--- config.mk ---
export PLATFORM = sky130hd
export DESIGN_NAME = dram_req_arbiter
export DESIGN_NICKNAME = d
export VERILOG_FILES = /design/src/rtl/dram_pkg.sv /design/src/rtl/dram_req_arbiter_rr.sv /design/src/rtl/dram_req_arbiter.sv
export SDC_FILE = /design/constraint.sdc
export NUM_CORES = 1
export LEC_CHECK = 0
export ABC_AREA = 1
export CORE_MARGIN = 2
export CORE_UTILIZATION = 39
export CTS_BUF_LIST = sky130_fd_sc_hd__clkbuf_8
export CTS_CLUSTER_SIZE = 25
export DETAILED_ROUTE_END_ITERATION = 12
export GPL_ROUTABILITY_DRIVEN = 1
export PLACE_DENSITY = 0.84
export SLEW_MARGIN = 20
export SYNTH_ARGS = -nofsm -noshare
export SYNTH_HDL_FRONTEND = slang
export SYNTH_SLANG_ARGS = --single-unit
--- constraint.sdc ---
create_clock -name clk -period 2.6 [get_ports clk]
set_clock_uncertainty 0.2 [all_clocks]
set_input_delay 0.78 -clock clk [delete_from_list [all_inputs] [get_ports clk]]
set_output_delay 0.78 -clock clk [all_outputs]
set_load 0.005 [all_outputs]
--- src/rtl/dram_pkg.sv ---
// dram_pkg: shared widths and FSM state encoding for the DRAM request arbiter
package dram_pkg;
  localparam int DATA_W = 16;
  localparam int ADDR_W = 16;
  typedef enum logic [1:0] {IDLE = 2'd0, ACCESS = 2'd1, CAPTURE = 2'd2, DONE = 2'd3} state_t;
endpackage

--- src/rtl/dram_req_arbiter_rr.sv ---
// rr_arbiter: round-robin pick starting after last_gnt; in req, last_gnt; out one-hot gnt, gnt_idx
module rr_arbiter #(
  parameter int N = 4,
  localparam int IW = $clog2(N)
) (
  input  logic [N-1:0]  req,
  input  logic [IW-1:0] last_gnt,
  output logic [N-1:0]  gnt,
  output logic [IW-1:0] gnt_idx
);
  always_comb begin
    gnt_idx = '0;
    for (int k = N; k >= 1; k--)
      if (req[IW'((int'(last_gnt) + k) % N)]) gnt_idx = IW'((int'(last_gnt) + k) % N);
  end
  assign gnt = (|req) ? N'(1) << gnt_idx : '0;
endmodule

--- src/rtl/dram_req_arbiter.sv ---
// dram_req_arbiter: round-robin core load/store to single-port DRAM; core req/we/addr/wdata in, ack/err/rdata/busy out, dram addr/data_in/write_en out, data_out in
module dram_req_arbiter
  import dram_pkg::*;
#(
  parameter int NUM_CORES  = 4,
  parameter int ADDR_LIMIT = 1024
) (
  input  logic                          clk,
  input  logic                          rst_n,
  input  logic [NUM_CORES-1:0]          core_req,
  input  logic [NUM_CORES-1:0]          core_we,
  input  logic [ADDR_W*NUM_CORES-1:0]   core_addr,
  input  logic [DATA_W*NUM_CORES-1:0]   core_wdata,
  output logic [NUM_CORES-1:0]          core_ack,
  output logic                          core_err,
  output logic [DATA_W-1:0]             core_rdata,
  output logic                          busy,
  output logic                          dram_write_en,
  output logic [ADDR_W-1:0]             dram_addr,
  output logic [DATA_W-1:0]             dram_data_in,
  input  logic [DATA_W-1:0]             dram_data_out
);
  localparam int IW = $clog2(NUM_CORES);
  localparam logic [ADDR_W-1:0] LIM = ADDR_W'(ADDR_LIMIT);
  state_t state, state_nx;
  logic [NUM_CORES-1:0][ADDR_W-1:0] addr_v;
  logic [NUM_CORES-1:0][DATA_W-1:0] wdata_v;
  logic [NUM_CORES-1:0] gnt_oh, gnt_q;
  logic [IW-1:0] gnt_idx, last_gnt;
  logic we_q, err_q;
  logic [ADDR_W-1:0] addr_q;
  logic [DATA_W-1:0] wdata_q, rdata_q;
  assign addr_v = core_addr;
  assign wdata_v = core_wdata;
  rr_arbiter #(.N(NUM_CORES)) u_rr (
    .req      (core_req),
    .last_gnt (last_gnt),
    .gnt      (gnt_oh),
    .gnt_idx  (gnt_idx)
  );
  always_comb begin
    state_nx = state == IDLE    ? (|core_req ? (addr_v[gnt_idx] > LIM ? DONE : ACCESS) : IDLE) :
               state == ACCESS  ? (we_q ? DONE : CAPTURE) :
               state == CAPTURE ? DONE : IDLE;
  end
  always_ff @(posedge clk) begin
    if (!rst_n) begin
      state    <= IDLE;
      we_q     <= 1'b0;
      err_q    <= 1'b0;
      addr_q   <= '0;
      wdata_q  <= '0;
      rdata_q  <= '0;
      gnt_q    <= '0;
      last_gnt <= IW'(NUM_CORES - 1);
    end else begin
      state <= state_nx;
      if (state == IDLE && |core_req) begin
        we_q     <= core_we[gnt_idx];
        addr_q   <= addr_v[gnt_idx];
        wdata_q  <= wdata_v[gnt_idx];
        err_q    <= addr_v[gnt_idx] > LIM;
        gnt_q    <= gnt_oh;
        last_gnt <= gnt_idx;
      end
      if (state == CAPTURE) rdata_q <= dram_data_out;
    end
  end
  assign core_ack      = state == DONE ? gnt_q : '0;
  assign core_err      = state == DONE && err_q;
  assign core_rdata    = rdata_q;
  assign busy          = state != IDLE;
  assign dram_write_en = state == ACCESS && we_q && rst_n;
  assign dram_addr     = addr_q;
  assign dram_data_in  = wdata_q;
endmodule

==> run summary <==
* Final Routed Wirelength: 12800 um
* IO Pins: 209
* number of distinct library cells after synthesis: 27
* Die ar.: 9570 um^2
* final worst-path setup slack: 37.1 ps
* Adder-Cell Fraction of Synth Area: 0.0146
* global-route total usage across every layer: 0.252
* total number of vias: 4499
* EDFF count, synth: 0
* Setup CP Type: in -> reg
* pin count of the biggest net entering global routing: 38
* CTS tree: done
* Post-CTS Hold Fix Bufs: 0
* Initial Utilization: 0.398
* height of the chip: 97.8 um
* transition time at the pin with the least slew margin: 433 ps
* vias in the first global route: 4504
* Max Clock Freq: 390 MHz
* Storage cell area: 1160 um^2
* number of flip-flops and latches in the synthesized netlist: 58
* Static Leakage: 2.89 nW
* first-pass GRT wire length: 20000 um
* Critical Path RT: 2610 ps
* Slew headroom: 0.709
* number of max-cap violations: 0
* Clock Pin Slew Worst Setup and Hold Paths: 60 ps
* clock sinks: 58
* residual overflow from global routing: 0
* buffer and inverter count on the worst path: 4
* post-layout instance count excluding filler cells: 879
* biggest fanout along the worst timing path: 8
* fraction of synthesized cell area in xor and xnor cells: 0
* Final Cycle Share: 0.986
* filler instances: 694
* via-per-instance ratio: 5.12
* compound-gate portion of the synthesized area: 0.199
* number of antenna cells inserted: 0
* max-slew violation count: 0
* number of instances in the synthesized netlist: 531
* number of buffers created by CTS: 9
* area of the multi-input gates: 1980 um^2
* H-tree lvl count: 3
* number of synthesis warnings: 0
* Post-route DRC: 0
* post-synthesis simple-gate area fraction: 0.337
* antenna-violating nets left: 0
* power density normalized to cell area: 1440 nW/um^2
* kind of path behind the tightest hold check: reg -> reg
* Max Buffers Root-to-Sink: 2
* element type at the critical path end: register
* mapped cell area: 3430 um^2
* status: finished, final reports clean
* count of nets after finishing: 924
* slowest cell delay on critical path: 150 ps
* fraction of synthesized cell area taken by the top area cell type: 0.338
* final hold violations: 0
* crit-path most repeated cell: nand2_1
* part of the Yosys area used for sequential elements: 0.338
* Largest delay share family, worst path: simple AND/OR/NAND/NOR gates
* most common flop cell mapped by yosys: dfxtp_1
* async set or reset register ratio after synthesis: 0
* arrival time of data at the critical path endpoint: 2580 ps
* gpl congestion: 0.875
* Syn Area/Cell: 6.47 um^2
* Worst path slowest cell: buf_12
* synthesis-to-layout area growth: 83.1%
* final setup violation count: 0
* proportion of layout cells with a drive suffix above 1: 0.147
* worst vdd rail ir drop: 0.828 mV
* average wire per standard cell: 14.6 um
* kind of start point of the critical path: primary input
* post-synthesis cell type with the largest combined area: dfxtp_1
* syn_nets: 689
* DRT Pass-1 Iters: 6
* IO buf count: 208
* initial antenna violation count: 0
* Clock Latency Late Sink: 340 ps
* Final min period: 2560 ps
* Die X-Extent: 97.8 um
* root buffer cell: clkbuf_8
* first-iteration detailed-routing DRC count: 185
* most area-consuming cells after synthesis: dfxtp_1, nand2_1, nor2_1, o21ai_0, a22oi_1
* Final HPWL DP: 9590 um
* fraction of synthesized area in multiplexers: 0
* final hold slack: 271 ps
* std cell rows: 34
* Placed Cells incl. Taps: 855
* chain of cells forming the critical path: buf_2, inv_1, nand2_1, nand3_2, nand2_1, inv_1, nand2_2, nand2_2, nand2_4, nand2_8, buf_12, nand2_1, nand2_1, nand2_1, nand2_2, nor2_2, nand2_1, nor2_1, nand2_1, nand3_2, a21oi_1
* post-place setup slack: -677 ps
* main combinational cell family by area after synthesis: simple AND/OR/NAND/NOR gates
* Core ar.: 8640 um^2
[per-stage QoR]
step / util / total power, mW / TNS, ps / area (um^2)
floorplan: - / 4.82 / 0 / 3430
global placement: 0.679 / 7.10 / -16040 / 5860
detailed placement: 0.679 / 7.30 / -20610 / 5860
CTS: 0.711 / 8.46 / 0 / 6140
global route: 0.728 / 9.79 / -310 / 6290
finish: 0.728 / 9.07 / 0 / 6290
[worst reg2reg max path, stage by stage, from the launching register on]
cell and delay (ps):
dfxtp_2 450, inv_6 80, nand2_1 90, nand2_2 80, nand2_1 120, nand2_1 90, inv_2 90, nand2_2 70
nand2_4 100, nand2_8 100, buf_12 150, nand2_1 50, nand2_1 60, nand2_1 80, nand2_2 70, nor2_2 140
nand2_1 80, nor2_1 100, nand2_1 100, nand3_2 80, a21oi_1 60
[cell usage in the layout, fill, tap and decap left out, types with 2 or more instances in the layout]
| cell | count |
|---|---|
| clkdlybuf4s50_1 | 201 |
| nand2_1 | 138 |
| nor2_1 | 72 |
| dfxtp_1 | 56 |
| o21ai_0 | 53 |
| inv_1 | 35 |
| a22oi_1 | 34 |
| buf_4 | 34 |
| nand3_1 | 28 |
| a31oi_1 | 17 |
| nand2_2 | 16 |
| clkbuf_8 | 10 |
| a21oi_1 | 9 |
| buf_12 | 9 |
| inv_2 | 6 |
| nor2_2 | 5 |
| nand3_2 | 4 |
| nand4_1 | 4 |
| nor2_4 | 3 |
| ha_1 | 3 |
| clkbuf_2 | 3 |
| buf_6 | 3 |
| buf_8 | 3 |
| nand3b_1 | 2 |
| bufinv_16 | 2 |
| clkinv_2 | 2 |
| clkbuf_16 | 2 |
| buf_2 | 2 |
| dfxtp_2 | 2 |
[metal layers]
metal,vias up,GRT usage,part of all wire
met1,2062,0.256,0.37
met4,0,0.0812,0.021
li1,2212,-,-
met5,-,0,0
met2,196,0.494,0.54
met3,29,0.0659,0.072
[worst paths after layout]
path / from / end / slack (ps) / cells past startpoint
max: core_req[1] / err_q$_SDFFE_PN0P_ / 40 / 21
min: gnt_q[1]$_SDFFE_PN0P_ / gnt_q[1]$_SDFFE_PN0P_ / 270 / 2
max reg2reg: last_gnt[0]$_SDFFE_PN1P_ / err_q$_SDFFE_PN0P_ / 50 / 20
min reg2reg: gnt_q[1]$_SDFFE_PN0P_ / gnt_q[1]$_SDFFE_PN0P_ / 270 / 2
[state kept, by name, indices dropped and copies added (netlist names)]
| name | cells |
|---|---|
| core_rdata | 16 |
| dram_addr | 16 |
| dram_data_in | 16 |
| err_q | 1 |
| gnt_q | 4 |
| last_gnt | 2 |
| state | 2 |
| we_q | 1 |
[synthesized netlist by cell type (2+ instances only)]
cell type	number
a21oi_1	9
a22oi_1	34
a31oi_1	17
buf_2	7
buf_4	3
buf_6	9
clkbuf_1	16
dfxtp_1	58
ha_1	4
inv_1	37
inv_2	3
nand2_1	148
nand2_2	8
nand3_1	30
nand3_2	3
nand3b_1	2
nand4_1	4
nor2_1	76
nor2_2	2
nor2_4	2
o21ai_0	53
[final cells by class]
class | instances | share of cell area
Timing Repair Buffer | 259 | 0.417
Multi-Input combinational cell | 396 | 0.316
Sequential cell | 58 | 0.185
Inverter | 42 | 0.0259
Clock buffer | 10 | 0.0219
Tap cell | 108 | 0.0215
Clock inverter | 6 | 0.0129
[logic make-up after synthesis]
logic type      Yosys count
compound gates          115
fa+ha+maj                 4
buf+inv                  77
flops                    58
simple gates            277
[where the power goes]
part	leakage, nW	internal (mW)	switching, mW
clock network	0.113	0.558	0.351
logic	2.29	3.31	3.40
registers	0.480	1.24	0.213
total	2.89	5.11	3.96
[repair_timing]
item,in CTS,in global routing
gates resized for setup,20,35
endpoints found under the hold margin,0,0
pin swaps,4,20
buffers inserted,3,3
setup endpoints to repair,41,25
cloned,0,2
Note: power is estimated with default switching activity, not from simulation.
